===== config.mk =====
export PLATFORM = sky130hd
export DESIGN_NAME = vga_fetch_arbiter
export DESIGN_NICKNAME = d
export VERILOG_FILES = /design/src/rtl/vga_fetch_arbiter.sv
export SDC_FILE = /design/constraint.sdc
export NUM_CORES = 1
export LEC_CHECK = 0
export CAP_MARGIN = 5
export CORE_MARGIN = 2
export CORE_UTILIZATION = 49
export DETAILED_ROUTE_END_ITERATION = 10
export PLACE_DENSITY = 0.77
export SKIP_LAST_GASP = 1
export SLEW_MARGIN = 20
export SYNTH_ARGS = -nofsm -noshare
export SYNTH_HDL_FRONTEND = slang
export SYNTH_SLANG_ARGS = --single-unit

===== constraint.sdc =====
create_clock -name aclk -period 5.6 [get_ports aclk]
set_clock_uncertainty 0.15 [all_clocks]
set_input_delay 0.84 -clock aclk [delete_from_list [all_inputs] [get_ports aclk]]
set_output_delay 0.84 -clock aclk [all_outputs]
set_load 0.02 [all_outputs]

===== src/rtl/vga_fetch_arbiter.sv =====
// rtl/vga_fetch_arbiter.sv - pixel RAM arbiter: line fetch into a double-buffered line buffer, host writes in the gaps
module vga_fetch_arbiter #(
    parameter int LINE_WORDS = 160,
    parameter int LINES      = 120,
    parameter int ADDR_W     = 15,
    parameter int DATA_W     = 12,
    localparam int K_W       = (LINE_WORDS > 1) ? $clog2(LINE_WORDS) : 1,
    localparam int LB_AW     = 1 + K_W
) (
    input  logic              aclk,
    input  logic              aresetn,
    input  logic              hblank,
    input  logic              vblank,
    input  logic              wr_valid,
    output logic              wr_ready,
    input  logic [ADDR_W-1:0] wr_addr,
    input  logic [DATA_W-1:0] wr_data,
    output logic              mem_en,
    output logic              mem_we,
    output logic [ADDR_W-1:0] mem_addr,
    output logic [DATA_W-1:0] mem_wdata,
    input  logic [DATA_W-1:0] mem_rdata,
    output logic              lb_we,
    output logic [LB_AW-1:0]  lb_addr,
    output logic [DATA_W-1:0] lb_data,
    output logic              disp_bank,
    output logic              fetch_busy,
    output logic              overrun
);

    localparam int FL_W = $clog2(LINES + 1);

    localparam logic [1:0] S_IDLE  = 2'd0;
    localparam logic [1:0] S_FETCH = 2'd1;
    localparam logic [1:0] S_DRAIN = 2'd2;

    localparam logic [K_W-1:0]    K_LAST  = K_W'(LINE_WORDS - 1);
    localparam logic [FL_W-1:0]   LINES_C = FL_W'(LINES);
    localparam logic [ADDR_W-1:0] LW_C    = ADDR_W'(LINE_WORDS);
    localparam logic [ADDR_W:0]   TOTAL_C = (ADDR_W + 1)'(LINES * LINE_WORDS);

    logic [1:0]        state_q, state_d;
    logic [K_W-1:0]    k_q, k_d;
    logic [FL_W-1:0]   fl_q, fl_d;
    logic [ADDR_W-1:0] base_q, base_d;
    logic              fill_bank_q, fill_bank_d;
    logic              vpend_q, vpend_d;
    logic              overrun_q, overrun_d;
    logic              hblank_q, vblank_q;
    logic              rd_v_q;
    logic [K_W-1:0]    rd_k_q;
    logic [ADDR_W-1:0] mem_addr_q;
    logic [DATA_W-1:0] mem_wdata_q;
    logic [LB_AW-1:0]  lb_addr_q;
    logic [DATA_W-1:0] lb_data_q;

    logic vtrig, htrig, trig, idle, rd_act, wr_fire, wr_hit;

    always_comb begin
        vtrig   = vblank & ~vblank_q;
        htrig   = hblank & ~hblank_q & ~vblank;
        trig    = vtrig | htrig;
        idle    = (state_q == S_IDLE);
        rd_act  = (state_q == S_FETCH);
        // Gated by reset so the host sees no handshake while reset is held.
        wr_ready = aresetn & idle & ~trig;
        wr_fire  = wr_valid & wr_ready;
        wr_hit   = wr_fire & ({1'b0, wr_addr} < TOTAL_C);
    end

    always_comb begin
        mem_en    = rd_act | wr_hit;
        mem_we    = wr_hit;
        mem_addr  = mem_addr_q;
        mem_wdata = mem_wdata_q;
        if (rd_act) begin
            mem_addr = base_q + ADDR_W'(k_q);
        end else if (wr_hit) begin
            mem_addr  = wr_addr;
            mem_wdata = wr_data;
        end
        lb_we   = rd_v_q;
        lb_addr = rd_v_q ? {fill_bank_q, rd_k_q} : lb_addr_q;
        lb_data = rd_v_q ? mem_rdata : lb_data_q;
    end

    always_comb begin
        state_d     = state_q;
        k_d         = k_q;
        fl_d        = fl_q;
        base_d      = base_q;
        fill_bank_d = fill_bank_q;
        vpend_d     = vpend_q;
        overrun_d   = overrun_q;
        case (state_q)
            S_IDLE: begin
                if (trig) begin
                    if (vtrig) begin
                        fl_d   = '0;
                        base_d = '0;
                    end
                    if (vtrig || (fl_q < LINES_C)) begin
                        state_d = S_FETCH;
                        k_d     = '0;
                    end
                end
            end
            S_FETCH: begin
                if (trig) overrun_d = 1'b1;
                // A frame start seen mid-fetch rewinds the line counter once this fetch retires.
                if (vtrig) vpend_d = 1'b1;
                k_d = k_q + 1'b1;
                if (k_q == K_LAST) state_d = S_DRAIN;
            end
            S_DRAIN: begin
                if (trig) overrun_d = 1'b1;
                state_d     = S_IDLE;
                fill_bank_d = ~fill_bank_q;
                vpend_d     = 1'b0;
                if (vpend_q || vtrig) begin
                    fl_d   = '0;
                    base_d = '0;
                end else begin
                    fl_d   = fl_q + 1'b1;
                    base_d = base_q + LW_C;
                end
            end
            default: state_d = S_IDLE;
        endcase
    end

    always_ff @(posedge aclk or negedge aresetn) begin
        if (!aresetn) begin
            state_q     <= S_IDLE;
            k_q         <= '0;
            fl_q        <= '0;
            base_q      <= '0;
            fill_bank_q <= 1'b0;
            vpend_q     <= 1'b0;
            overrun_q   <= 1'b0;
            hblank_q    <= 1'b1;
            vblank_q    <= 1'b1;
            rd_v_q      <= 1'b0;
            rd_k_q      <= '0;
            mem_addr_q  <= '0;
            mem_wdata_q <= '0;
            lb_addr_q   <= '0;
            lb_data_q   <= '0;
        end else begin
            state_q     <= state_d;
            k_q         <= k_d;
            fl_q        <= fl_d;
            base_q      <= base_d;
            fill_bank_q <= fill_bank_d;
            vpend_q     <= vpend_d;
            overrun_q   <= overrun_d;
            hblank_q    <= hblank;
            vblank_q    <= vblank;
            rd_v_q      <= rd_act;
            rd_k_q      <= k_q;
            mem_addr_q  <= mem_addr;
            mem_wdata_q <= mem_wdata;
            lb_addr_q   <= lb_addr;
            lb_data_q   <= lb_data;
        end
    end

    assign disp_bank  = ~fill_bank_q;
    assign fetch_busy = ~idle;
    assign overrun    = overrun_q;

endmodule


==> out/summary.log, run 1 <==
qor: run_status.run_status complete, no violations
qor: layout.stdcell_count 563
qor: floorplanning.die_h 95.62 µm
qor: flow_run.max_cap_viol_count 0
qor: setup_path.setup.worst_path.start_class input port
qor: cts.ctsHtreeMaxLevel 3
qor: layout.nNetsFinal 508
qor: global_routing.number_of_global_route_vias_before_repair 2960
qor: global_routing.grt_pass1_wl 14100 µm
qor: timing.final-hold-violation-count 0
qor: global_routing.grt_max_degree 88
qor: power_and_ir_drop.power.total 2.688 mW
qor: power_and_ir_drop.power_density 500.4 nW/µm²
qor: floorplanning.design.core.area 8175 µm²
qor: layout.layout_common_cells sky130_fd_sc_hd__clkdlybuf4s50_1 (97), sky130_fd_sc_hd__dfrtp_1 (87), sky130_fd_sc_hd__nand2_1 (32)
qor: hold_path.hp-class input port to asynchronous set/reset pin
qor: detailed_routing.route.vias.total 2987
qor: power_and_ir_drop.cellLeakagePower 2.347 nW
qor: power_and_ir_drop.worst_ir_drop_vdd 0.0001697 V
qor: power_and_ir_drop.p_int 1.698 mW
qor: placed_design.place.port_buffers 98
qor: power_and_ir_drop.power.net_switching 990.2 µW
qor: cts.clk_pin_slew 0.09 ns
qor: floorplanning.core.rowCount 33
qor: yosys.dominantRegCellSynth sky130_fd_sc_hd__dfrtp_1
qor: timing.slew_headroom 40.99%
qor: cts.post_cts.repair.setup_buffers 0
qor: setup_path.worst_path_max_delay_cell sky130_fd_sc_hd__clkdlybuf4s50_1
qor: yosys.yosysTopAreaCell sky130_fd_sc_hd__dfrtp_1
qor: yosys.synth.ff_latch_count 89
qor: detailed_routing.firstDrtPassIters 4
qor: cts.ctsLongestPathBuffers 2
qor: placed_design.dp.final_hpwl 6552 µm
qor: detailed_routing.drt_first_iter_violations 146
qor: detailed_routing.via_per_inst 5.306
qor: timing.fmax 0.2209 GHz
qor: cts.cts_root_buf sky130_fd_sc_hd__clkbuf_8
qor: yosys.synth.lib_cells_used.distinct 49
qor: setup_path.timing.critical_path.buf_inv 2
qor: power_and_ir_drop.seq_power_share 35.0%
qor: yosys.yosys-top-cells-area sky130_fd_sc_hd__dfrtp_1 (53%), sky130_fd_sc_hd__mux2_2 (6.6%), sky130_fd_sc_hd__mux2_4 (3.7%)
qor: cts.cts_resized 0
qor: yosys.syn-instance-count 357
qor: placed_design.placed_cell_area 5145 µm²
qor: setup_path.reg2reg_from state_q[0]
qor: setup_path.arrival 3.54 ns
qor: setup_path.critical_path.max_stage_delay 0.54 ns
qor: placed_design.post-place-cells 547
qor: setup_path.timing.critical_path.max_delay_family simple AND/OR/NAND/NOR gates
qor: floorplanning.design.portCount 99
qor: power_and_ir_drop.p_comb_share 46.6%
qor: yosys.async_reset_ff_share 100.0%
qor: timing.share_of_the_clock_period_used_by_the_worst_path 80.84%
qor: layout.stdcell_area 5371 µm²
qor: timing.fin_hold_ws 0.1018 ns
qor: global_routing.gr-usage-all-layers 20.43%
qor: detailed_routing.detail_route.wl_per_cell 15.96 µm
qor: global_routing.antenna_violations_before_repair 0
qor: setup_path.crit_fanout 17
qor: timing.final.setup.tns 0 ns
qor: yosys.yosysWarnings 0
qor: cts.cts_buffers 9
qor: layout.antenna_cells_inserted 0
qor: detailed_routing.drt-total-wl 8984 µm
qor: floorplanning.floorplan.die_area 9142 µm²
qor: yosys.syn_area 4113 µm²
qor: global_routing.overflow 0
qor: yosys.synth_largest_type_area_fraction 52.94%
qor: floorplanning.floorplan.die.width 95.62 µm
qor: layout.layout-drive-gt1-share 13.97%
qor: power_and_ir_drop.swShare 36.84%
qor: yosys.synth-edff-count 0
qor: setup_path.worstPathRequired 4.61 ns
qor: layout.areaGrowthSynthToFinish 30.61%
qor: timing.setup_repair_after_global_routing_missed_its_margin no
qor: setup_path.worstSetupStartpoint vblank
qor: placed_design.routabilityCongestion 0.8450
qor: layout.most_frequent_standard_cell_in_the_layout_excluding_fill_and_tap_cells sky130_fd_sc_hd__clkdlybuf4s50_1
qor: yosys.synth_seq_area_share 54.21%
qor: yosys.synthesis.area_per_instance 11.52 µm²
qor: timing.final_setup_fails 0
qor: setup_path.path_cells clkdlybuf4s50_1 -> nor2b_4 -> nor4b_4 -> nand2_4 -> nor2_4 -> mux2_2 -> clkdlybuf4s50_1
qor: setup_path.timing.critical_path.mode_cell sky130_fd_sc_hd__clkdlybuf4s50_1
qor: cts.tritoncts done
qor: setup_path.critPathKind input port to output port
qor: setup_path.end_kind output port
qor: floorplanning.initial_cell_density_of_the_core 50.31%
qor: timing.finalWorstPathRequiredPeriod 4.527 ns
qor: cts.cts_hold_buffers 0
qor: detailed_routing.remaining_design_rule_violation_count 0
qor: power_and_ir_drop.clkPwrFrac 18.4%
qor: timing.final-max-slew-violation-count 0
qor: cts.cts_sinks 89
qor: timing.tightest_slew 0.8852 ns
qor: detailed_routing.final_antenna_net_count 0
qor: yosys.synth_nets 412
qor: cts.insertion_delay 0.37 ns
## flip-flops by register name (all words and copies together), names as in the netlist
name         cells
vpend_q          1
hblank_q         1
lb_addr_q        9
lb_we            1
fill_bank_q      1
rd_k_q           8
mem_addr_q      15
fl_q             7
overrun          1
vblank_q         1
lb_data_q       12
mem_wdata_q     12
k_q              8
state_q          2
base_q          10
## power groups by stage
| stage | clock, mW | sequential [mW] | combinational, mW |
|---|---|---|---|
| final | 0.495 | 0.939 | 1.25 |
| after CTS | 0.507 | 0.943 | 1.26 |
| after global routing | 0.536 | 0.959 | 1.35 |
| after floorplan | 0 | 0.900 | 0.750 |
| after global placement | 0 | 0.946 | 1.23 |
| after detailed placement | 0 | 0.957 | 1.26 |
## cell type report
class / count / area [µm²]
timing repair buffer: 100 / 997.2
inverter: 8 / 30.03
fill: 625 / 2804
tap: 105 / 131.4
clock buffer: 9 / 123.9
sequential: 89 / 2230
clock inverter: 7 / 98.84
multi-input combinational: 245 / 1760
## cells in the mapped netlist, drive strengths merged, types with 3 or more instances
| library cell | number |
|---|---|
| a21oi | 27 |
| a22oi | 8 |
| buf | 6 |
| clkbuf | 9 |
| dfrtp | 87 |
| ha | 11 |
| inv | 8 |
| mux2 | 34 |
| nand2 | 33 |
| nand2b | 4 |
| nand3 | 11 |
| nand4 | 4 |
| nor2 | 25 |
| nor2b | 8 |
| nor3 | 11 |
| nor3b | 5 |
| o21ai | 14 |
| o21bai | 3 |
| xnor2 | 15 |
| xor2 | 10 |
## worst reg2reg max path: stages, from the launching register on
cell and delay, ns:
sky130_fd_sc_hd__dfrtp_1 0.40, sky130_fd_sc_hd__inv_1 0.11, sky130_fd_sc_hd__ha_1 0.32, sky130_fd_sc_hd__nand2_1 0.16, sky130_fd_sc_hd__nor4b_4 0.37, sky130_fd_sc_hd__nand2_4 0.22, sky130_fd_sc_hd__nor2_4 0.42, sky130_fd_sc_hd__mux2_2 0.43
## cells by family (layout without fill, tap and decap cells)
logic type	Yosys count	after routing	share of synthesized area (%)
XOR/XNOR	25	25	5.324
buffers and inverters	23	124	2.981
adder cells (fa/ha/maj)	11	11	3.346
flip-flops	89	89	54.21
AO/OA/AOI/OAI	65	65	9.736
AND/OR/NAND/NOR	108	108	13.75
multiplexers	35	35	10.56
other	1	1	0.09118
## per-layer routing
metal  vias up  share of wire [%]  GRT usage, %
met5         -                  0             0
met4         0                1.4         7.262
met1      1432                 43         26.37
met3        14                7.8         6.561
met2       109                 47         32.46
li1       1432                  -             -
## path summary, 6_finish.rpt
| path | end | depth (start not counted) | slack, ns |
|---|---|---|---|
| hold / removal | lb_addr_q[8] | 1 | 0.10 |
| setup reg to reg | mem_wdata_q[0] | 7 | 2.90 |
| setup / recovery | mem_wdata[0] | 7 | 1.07 |
| min in group aclk | overrun | 1 | 0.33 |
| max in group asynchronous | vpend_q | 2 | 4.27 |
| hold reg to reg | overrun | 1 | 0.33 |
## per-stage QoR
step | worst slack (ns) | utilization, %
after floorplan | 2.345 | -
after global placement | 1.122 | 62.93
after detailed placement | 1.061 | 62.93
after CTS | 1.047 | 65.66
after global routing | 0.8899 | 65.70
final | 1.073 | 65.70
Note: power is estimated with default switching activity, not from simulation.
==> run 2, diff against run 1 <==
==> constraint.sdc (replaced) <==
create_clock -name aclk -period 4.4 [get_ports aclk]
set_clock_uncertainty 0.15 [all_clocks]
set_input_delay 0.66 -clock aclk [delete_from_list [all_inputs] [get_ports aclk]]
set_output_delay 0.66 -clock aclk [all_outputs]
set_load 0.02 [all_outputs]
==> out/summary.log, run 2 (same netlist as run 1, synthesis figures left out) <==
qor: run_status.run_status complete, no violations [unchanged]
qor: global_routing.grt_pass1_wl 14060 µm [was 14100 µm]
qor: timing.final_setup_fails 0 [unchanged]
qor: floorplanning.floorplan.die_area 9142 µm² [unchanged]
qor: timing.final.setup.tns 0 ns [unchanged]
qor: floorplanning.die_h 95.62 µm [unchanged]
qor: power_and_ir_drop.power_density 620.5 nW/µm² [was 500.4 nW/µm²]
qor: setup_path.r2r_end mem_wdata_q[11] [was mem_wdata_q[0]]
qor: power_and_ir_drop.cellLeakagePower 2.340 nW [was 2.347 nW]
qor: cts.insertion_delay 0.35 ns [was 0.37 ns]
qor: setup_path.reg2reg_from state_q[0] [unchanged]
qor: power_and_ir_drop.worst_ir_drop_vdd 0.0002708 V [was 0.0001697 V]
qor: layout.stdcell_count 566 [was 563]
qor: global_routing.number_of_global_route_vias_before_repair 2901 [was 2960]
qor: global_routing.grt_max_degree 62 [was 88]
qor: layout.stdcell_area 5354 µm² [was 5371 µm²]
qor: cts.cts_hold_buffers 0 [unchanged]
qor: layout.antenna_cells_inserted 0 [unchanged]
qor: hold_path.hp-class input port to asynchronous set/reset pin [unchanged]
qor: layout.layout-drive-gt1-share 14.53% [was 13.97%]
qor: layout.most_flops_register mem_addr_q [unchanged]
qor: floorplanning.floorplan.die.width 95.62 µm [unchanged]
qor: detailed_routing.firstDrtPassIters 4 [unchanged]
qor: cts.tritoncts done [unchanged]
qor: setup_path.critPathKind input port to output port [unchanged]
qor: setup_path.crit_path_end mem_wdata[11] [was mem_wdata[0]]
qor: timing.fmax 0.2461 GHz
qor: timing.tightest_slew 0.9027 ns [was 0.8852 ns]
qor: placed_design.post-place-cells 550 [was 547]
qor: setup_path.end_kind output port [unchanged]
qor: layout.most_frequent_standard_cell_in_the_layout_excluding_fill_and_tap_cells sky130_fd_sc_hd__clkdlybuf4s50_1 [unchanged]
qor: detailed_routing.drt_first_iter_violations 125 [was 146]
qor: layout.final_util 65.49% [was 65.70%]
qor: cts.cts_root_buf sky130_fd_sc_hd__clkbuf_8 [unchanged]
qor: cts.cts_sinks 89 [unchanged]
qor: global_routing.antenna_violations_before_repair 0 [unchanged]
qor: timing.finalWorstPathRequiredPeriod 4.064 ns
qor: detailed_routing.via_per_inst 5.267 [was 5.306]
qor: layout.biggestRegsByFlops mem_addr_q (15), lb_data_q (12), mem_wdata_q (12) [unchanged]
qor: timing.final-hold-violation-count 0 [unchanged]
qor: cts.ctsHtreeMaxLevel 3 [unchanged]
qor: setup_path.ff2ff_path_depth 7 [unchanged]
qor: setup_path.setup.worst_path.start_class input port [unchanged]
qor: flow_run.max_cap_viol_count 0 [unchanged]
qor: placed_design.routabilityCongestion 0.8395 [was 0.8450]
qor: timing.setup_repair_after_global_routing_missed_its_margin no [unchanged]
qor: global_routing.gr-usage-all-layers 20.09% [was 20.43%]
qor: cts.clk_pin_slew 0.09 ns [about the same]
qor: detailed_routing.final_antenna_net_count 0 [unchanged]
qor: cts.cts_buffers 9 [unchanged]
qor: timing.finalWorstSetupSlack 0.3362 ns [was 1.073 ns]
qor: placed_design.placed_cell_area 5167 µm² [was 5145 µm²]
qor: timing.slew_headroom 39.82% [was 40.99%]
qor: setup_path.worstSetupStartpoint vblank [unchanged]
qor: timing.share_of_the_clock_period_used_by_the_worst_path 92.36%
qor: timing.final-max-slew-violation-count 0 [unchanged]
qor: layout.largest_reg_flops 15 [unchanged]
qor: layout.layout_common_cells sky130_fd_sc_hd__clkdlybuf4s50_1 (97), sky130_fd_sc_hd__dfrtp_1 (87), sky130_fd_sc_hd__nand2_1 (32) [unchanged]
qor: placed_design.pre_cts_ws 0.3350 ns [was 1.061 ns]
qor: placed_design.place.port_buffers 98 [unchanged]
qor: cts.ctsLongestPathBuffers 2 [unchanged]
qor: floorplanning.core.rowCount 33 [unchanged]
qor: layout.areaGrowthSynthToFinish 30.18% [was 30.61%]
qor: placed_design.dp.final_hpwl 6602 µm [was 6552 µm]
qor: floorplanning.design.core.area 8175 µm² [unchanged]
qor: floorplanning.initial_cell_density_of_the_core 50.31% [unchanged]
qor: detailed_routing.drt-total-wl 8999 µm [was 8984 µm]
qor: detailed_routing.detail_route.wl_per_cell 15.90 µm [was 15.96 µm]
qor: cts.cts_resized 0 [unchanged]
qor: detailed_routing.route.vias.total 2981 [was 2987]
qor: floorplanning.design.portCount 99 [unchanged]
qor: layout.nNetsFinal 511 [was 508]
qor: setup_path.crit_fanout 12 [was 17]
qor: cts.post_cts.repair.setup_buffers 0 [unchanged]
qor: detailed_routing.remaining_design_rule_violation_count 0 [unchanged]
qor: setup_path.worstPathRequired 3.59 ns [was 4.61 ns]
qor: setup_path.worst-r2r-setup-slack 1.80 ns [was 2.90 ns]
qor: global_routing.overflow 0 [unchanged]
qor: setup_path.arrival 3.25 ns [was 3.54 ns]
==> run 2: cell types whose count changed in the layout (fill, tap and decap cells not counted), sizes merged <==
cell | before | now
inv | 11 | 12
buf | 3 | 6
clkinvlp | 1 | 2
bufinv | 2 | 0
==> run 2: worst max-delay path: stages <==
cell                              delay, ns
sky130_fd_sc_hd__clkdlybuf4s50_1       0.50
sky130_fd_sc_hd__nor2b_4               0.21
sky130_fd_sc_hd__nor4b_4               0.39
sky130_fd_sc_hd__nand2_4               0.14
sky130_fd_sc_hd__nor2_4                0.40
sky130_fd_sc_hd__mux2_2                0.41
sky130_fd_sc_hd__clkdlybuf4s50_1       0.54
==> run 2: stage by stage <==
stage               power (mW)  hold slack [ns]
floorplan                2.100           0.1987
global placement         2.776           0.3051
detailed placement       2.825           0.3037
CTS                      3.360           0.1791
global route             3.523           0.1858
finish                   3.322           0.1820
==> run 2: how the worst min path moves through the flow <==
stage | from | depth (start not counted) | to | slack, ns
5_1_grt | aresetn | 2 | lb_addr_q[8] | 0.19
3_3_place_gp | overrun | 1 | overrun | 0.31
3_5_place_dp | overrun | 1 | overrun | 0.30
2_1_floorplan | k_q[2] | 0 | rd_k_q[2] | 0.20
4_1_cts | aresetn | 2 | fl_q[6] | 0.18
6_report | aresetn | 2 | fill_bank_q | 0.18
==> run 2: area by class of cell <==
class	instances	area, µm²
inverters	8	30.03
clock inverters	7	62.56
repair buffers	103	1016
clock buffers	9	123.9
well taps	105	131.4
fillers	651	2821
multi-input cells	245	1760
flip-flops and latches	89	2230
==> run 2: report_power, final <==
| group | switching [mW] | total, mW | leakage [nW] | internal, mW |
|---|---|---|---|---|
| Clock | 0.307 | 0.525 | 0.0916 | 0.218 |
| Combinational | 0.816 | 1.60 | 1.11 | 0.782 |
| Sequential | 0.139 | 1.20 | 1.13 | 1.06 |
==> run 2: layer usage <==
| metal | routed length, µm | global-route usage, % | vias up |
|---|---|---|---|
| met3 | 666 | 5.138 | 9 |
| met5 | 0 | 0 | - |
| li1 | - | - | 1435 |
| met1 | 4007 | 26.28 | 1443 |
| met2 | 4250 | 33.57 | 94 |
| met4 | 75 | 5.000 | 0 |
